--- src/rtl/pacman_sprite_pkg.sv ---
// Shared constants for the sprite animators: pellet frames, default frame table,
// sequencer direction type and an index-width helper.
package pacman_sprite_pkg;

  localparam int PELLET_SIZE = 5;

  localparam logic [24:0] PELLET_FRAME_0 = 25'b0000000110011100110000000;
  localparam logic [24:0] PELLET_FRAME_1 = 25'b0000001100011100011000000;

  // Frame k lives at bits [k*SIZE*SIZE +: SIZE*SIZE].
  localparam logic [49:0] PELLET_FRAMES = {PELLET_FRAME_1, PELLET_FRAME_0};

  typedef enum logic {
    DIR_UP   = 1'b0,
    DIR_DOWN = 1'b1
  } anim_dir_e;

  // Width of a counter/index over n values, never narrower than 1 bit.
  function automatic int idx_width(input int n);
    return (n > 1) ? $clog2(n) : 1;
  endfunction

endpackage

--- src/rtl/anim_frame_seq.sv ---
// Frame sequencer: tick divider, frame index, wrap pulse and (with
// ANIM_PINGPONG_EN defined) a direction register for bounce sequencing.
module anim_frame_seq
  import pacman_sprite_pkg::*;
#(
  parameter int NUM_FRAMES      = 2,
  parameter int TICKS_PER_FRAME = 1,
  parameter int FW              = idx_width(NUM_FRAMES)
) (
  input  logic          clk,
  input  logic          reset_n,
  input  logic          tick_en,
  input  logic          pause,
  input  logic          restart,
  output logic [FW-1:0] frame_idx,
  output logic [FW-1:0] frame_nxt,
  output logic          wrap
);

  localparam int DW = idx_width(TICKS_PER_FRAME);
  localparam logic [DW-1:0] DIV_LAST = DW'(TICKS_PER_FRAME - 1);
  localparam logic [FW-1:0] FRM_LAST = FW'(NUM_FRAMES - 1);

  logic [DW-1:0] div;
  logic          accept;
  logic          step;
  logic          wrap_nxt;

  assign accept = tick_en & ~pause & ~restart;
  assign step   = accept && (div == DIV_LAST);

  always_ff @(posedge clk or negedge reset_n) begin
    if (!reset_n)    div <= '0;
    else if (restart) div <= '0;
    else if (accept)  div <= step ? '0 : div + 1'b1;
  end

`ifdef ANIM_PINGPONG_EN
  anim_dir_e dir_q, dir_nxt;

  always_comb begin
    frame_nxt = frame_idx;
    dir_nxt   = dir_q;
    wrap_nxt  = 1'b0;
    if (restart) begin
      frame_nxt = '0;
      dir_nxt   = DIR_UP;
    end else if (step) begin
      if (NUM_FRAMES == 1) begin
        wrap_nxt = 1'b1;
      end else if (dir_q == DIR_UP) begin
        frame_nxt = frame_idx + 1'b1;
        if (frame_nxt == FRM_LAST) dir_nxt = DIR_DOWN;
      end else begin
        // Landing on frame 0 is the only wrap in bounce mode.
        frame_nxt = frame_idx - 1'b1;
        if (frame_nxt == '0) begin
          wrap_nxt = 1'b1;
          dir_nxt  = DIR_UP;
        end
      end
    end
  end

  always_ff @(posedge clk or negedge reset_n) begin
    if (!reset_n) dir_q <= DIR_UP;
    else          dir_q <= dir_nxt;
  end
`else
  always_comb begin
    frame_nxt = frame_idx;
    wrap_nxt  = 1'b0;
    if (restart) begin
      frame_nxt = '0;
    end else if (step) begin
      if (NUM_FRAMES == 1) begin
        wrap_nxt = 1'b1;
      end else if (frame_idx == FRM_LAST) begin
        frame_nxt = '0;
        wrap_nxt  = 1'b1;
      end else begin
        frame_nxt = frame_idx + 1'b1;
      end
    end
  end
`endif

  always_ff @(posedge clk or negedge reset_n) begin
    if (!reset_n) begin
      frame_idx <= '0;
      wrap      <= 1'b0;
    end else begin
      frame_idx <= frame_nxt;
      wrap      <= wrap_nxt;
    end
  end

endmodule

--- src/rtl/sprite_animator.sv ---
// Multi-frame sprite animator: constant frame table, registered current bitmap and
// registered single-pixel lookup. Define ANIM_PINGPONG_EN for bounce sequencing.
module sprite_animator
  import pacman_sprite_pkg::*;
#(
  parameter int SIZE            = 5,
  parameter int NUM_FRAMES      = 2,
  parameter int TICKS_PER_FRAME = 1,
  parameter logic [NUM_FRAMES*SIZE*SIZE-1:0] FRAME_DATA = PELLET_FRAMES
) (
  input  logic                                clk,
  input  logic                                reset_n,
  input  logic                                tick_en,
  input  logic                                pause,
  input  logic                                restart,
  input  logic [$clog2(SIZE)-1:0]             pix_x,
  input  logic [$clog2(SIZE)-1:0]             pix_y,
  output logic [SIZE*SIZE-1:0]                shape,
  output logic [idx_width(NUM_FRAMES)-1:0]    frame_idx,
  output logic                                pix_out,
  output logic                                wrap
);

  localparam int SQ = SIZE * SIZE;
  localparam int FW = idx_width(NUM_FRAMES);
  localparam int PW = $clog2(SQ);

  logic [SQ-1:0] frames [NUM_FRAMES];
  logic [FW-1:0] frame_nxt;
  logic          in_range;
  logic [PW-1:0] pix_lin;

  for (genvar g = 0; g < NUM_FRAMES; g++) begin : g_frame
    assign frames[g] = FRAME_DATA[g*SQ +: SQ];
  end

  anim_frame_seq #(
    .NUM_FRAMES      (NUM_FRAMES),
    .TICKS_PER_FRAME (TICKS_PER_FRAME),
    .FW              (FW)
  ) u_seq (
    .clk       (clk),
    .reset_n   (reset_n),
    .tick_en   (tick_en),
    .pause     (pause),
    .restart   (restart),
    .frame_idx (frame_idx),
    .frame_nxt (frame_nxt),
    .wrap      (wrap)
  );

  // Loaded from the sequencer's next index so shape and frame_idx change together.
  always_ff @(posedge clk or negedge reset_n) begin
    if (!reset_n) shape <= FRAME_DATA[SQ-1:0];
    else          shape <= frames[frame_nxt];
  end

  assign in_range = (int'(pix_x) < SIZE) && (int'(pix_y) < SIZE);
  assign pix_lin  = PW'(int'(pix_y) * SIZE + int'(pix_x));

  // Reads shape as held before the edge, so a same-edge step returns the old frame.
  always_ff @(posedge clk or negedge reset_n) begin
    if (!reset_n) pix_out <= 1'b0;
    else          pix_out <= in_range & shape[pix_lin];
  end

endmodule

--- config.mk ---
export PLATFORM = sky130hd
export DESIGN_NAME = sprite_animator
export DESIGN_NICKNAME = d
export VERILOG_FILES = /design/src/rtl/pacman_sprite_pkg.sv /design/src/rtl/anim_frame_seq.sv /design/src/rtl/sprite_animator.sv
export SDC_FILE = /design/constraint.sdc
export NUM_CORES = 1
export LEC_CHECK = 0
export BUFFER_PORTS_ARGS = -buffer_cell sky130_fd_sc_hd__buf_4
export CORE_UTILIZATION = 35
export DETAILED_ROUTE_END_ITERATION = 12
export PLACE_DENSITY = 0.67
export SYNTH_ARGS = -nofsm -noshare
export SYNTH_HDL_FRONTEND = slang
export SYNTH_SLANG_ARGS = --single-unit
export TNS_END_PERCENT = 50
--- constraint.sdc ---
create_clock -name clk -period 3.24 [get_ports clk]
set_clock_uncertainty 0.2 [all_clocks]
set_input_delay 0.972 -clock clk [delete_from_list [all_inputs] [get_ports clk]]
set_output_delay 0.972 -clock clk [all_outputs]
set_load 0.05 [all_outputs]
==> results.py <==
metrics = {
    "synth": {
        "synth-compound-area-share_pct": 11.6,
        "synth_common_cells": "24 x buf_4, 9 x ha_1, 6 x inv_1",
        "dominantRegCellSynth": "dfrtp_1",
        "synth-adder-area-share_pct": 20.5,
        "syn_area_per_cell_um2": 8.97,
        "yosysWarnings": 0,
        "synth-simple-area-share_pct": 13.0,
        "synth-edff-count": 0,
        "synth-xor-area-share_pct": 2.71,
        "synthCells": 72,
        "synth-async-reset-ratio_pct": 100,
        "yosysMostFrequentCell": "buf_4",
        "yosysSeqAreaShare_pct": 19.6,
        "synth_area_um2": 646,
        "synth_area_leaders": "buf_4 28%, ha_1 17%, dfrtp_1 16%",
        "synth_mux_area_share_pct": 0,
        "synth_top_area_share_pct": 27.9,
        "synth_top_family_by_area": "buffers and inverters",
        "synth_seq_cells": 5,
        "ys_types": 26,
        "synth_largest_area_cell": "buf_4",
    },
    "cts": {
        "cts_tree": "done",
        "clkLatencyLatePin_ps": 240,
        "clockBufferDepth": 2,
        "root_buffer": "clkbuf_4",
        "cts.hold.buffers_added": 0,
        "post-cts-setup-buffers": 0,
        "cts_htree_levels": 1,
        "cts_buffers": 3,
        "cts.repair.resized": 0,
        "path_clk_slew_ps": 40,
        "cts_sinks": 5,
    },
    "global_route": {
        "grt_use_met3_pct": 1.20,
        "grtUsageMet1_pct": 11.9,
        "grt_pass1_wl_um": 1430,
        "grt_overflow_total": 0,
        "first_global_vias": 376,
        "antenna_found_initial": 0,
        "globalRouteMet2Util_pct": 15.7,
        "track_usage_pct": 10.0,
        "grt_start_max_net_pins": 7,
        "top_usage_layer": "met2",
    },
    "worst_setup_path": {
        "cp-end-kind": "register",
        "cp.required_ps": 3160,
        "critPathKind": "in2reg",
        "critical_path_arrival_ps": 2910,
        "r2r_start": "shape[16]",
        "cp-start-kind": "input pin",
        "critPathLaunch": "pix_y[0]",
        "critPathMaxFanout": 3,
    },
    "power_and_ir_drop": {
        "fin_total_pwr_mw": 0.300,
        "p_leak_nw": 0.410,
        "vdd_drop_max_mv": 0.194,
        "powerDensity_nw_per_um2": 407,
    },
    "placement": {
        "place_ws_ps": -1.78,
        "gp_congestion": 0.729,
        "post_dp_cell_area_um2": 711,
        "port_buffers": 17,
        "dp_hpwl_um": 787,
    },
    "cells_and_area": {
        "multi_input_area_um2": 388,
        "layout-drive-gt1-share_pct": 28.9,
        "seq_area_um2": 126,
        "fillers": 198,
        "finish.instance_area_um2": 737,
        "final_nets": 112,
        "diodes": 0,
        "areaGrowthSynthToFinish_pct": 14.1,
    },
    "floorplanning": {
        "rows": 15,
        "start_util_pct": 37.4,
        "core_um2": 1730,
        "die_x_um": 45.0,
        "die_area_um2": 2020,
        "pin_count": 39,
        "fp.dieH_um": 45.0,
    },
    "timing": {
        "holdWs_ps": 323,
        "hold_viol_final": 0,
        "fin_ws_ps": 249,
        "period_minus_slack_ps": 2990,
        "clock.fmax_ghz": 0.334,
        "setup_tns_ps": 0,
        "grt_setup_unrepaired": "false",
        "drv_slew": 0,
        "setup_viol": 0,
        "min_period_over_period_pct": 92.3,
    },
    "outcome": {
        "status": "finished clean",
    },
    "routing": {
        "viasPerCell": 4.15,
        "drc": 0,
        "drt-total-wl_um": 920,
        "route.vias.total": 477,
        "antenna_left": 0,
        "avgRoutedWirePerCell_um": 8.00,
        "drt_pass1_iterations": 2,
        "drtIter0Drc": 1,
    },
    "job": {
        "max_cap_viol_count": 0,
    },
    "worst_hold_path": {
        "hold_class": "in2async",
    },
}
==> flip-flops by register name, summed over array words and instances, names as in the netlist <==
register	flops
pix_out	1
shape	2
u_seq.div	1
u_seq.wrap	1
==> layout by cell type, fill, tap and decap left out, drive strengths merged, types with 2 or more instances in the layout <==
cell    count
conb       21
buf        19
ha          9
inv         6
o21ai       4
dfrtp       4
clkbuf      4
xnor2       2
nor2b       2
nor3b       2
a211oi      2
==> critical path, stage by stage <==
cell and delay [ps]:
buf_4 110, ha_1 280, ha_1 300, inv_1 60
fa_1 560, inv_1 70, a211o_1 260, a31oi_1 200
a211oi_2 90
==> final cells by class <==
type	count	share of cell area, %
tap	25	4.24
sequential	5	17.1
clock buffer	4	3.57
inverter	6	3.06
timing repair buffer	19	19.4
multi-input combinational	56	52.6
==> routing by layer <==
layer | up-vias | part of all wire (%)
met4 | 0 | 3.4
met1 | 217 | 42
met5 | - | 0
li1 | 230 | -
met2 | 26 | 46
met3 | 4 | 8.4
==> path summary, 6_finish.rpt <==
check / to / slack [ps] / depth (start not counted)
max in group asynchronous: shape[16] / 2320 / 1
worst min-delay path: pix_out / 320 / 1
worst min register to register: u_seq.div / 350 / 1
worst max register to register: pix_out / 1830 / 4
worst max-delay path: pix_out / 250 / 9
min in group clk: u_seq.div / 350 / 1
==> logic make-up after synthesis <==
family | after synthesis
AOI/OAI and AO/OA | 11
other | 2
DFF | 5
adders and majority gates | 10
and+or+nand+nor | 12
xor gates and xnor gates | 2
buffers and inverters | 30
==> report_power, final <==
part           switching (mW)  leakage (nW)  internal, mW
registers             0.00259        0.0654        0.0668
clock network          0.0240        0.0150        0.0465
logic                   0.112         0.330        0.0477
total                   0.139         0.410         0.161
==> stage by stage <==
stage                     util [%]  instances
after floorplan                  -         91
after global placement        41.2        111
after detailed placement      41.2        111
after CTS                     42.7        115
after global routing          42.7        115
final                         42.7        115
No activity file was read; power rests on OpenSTA's default activity.
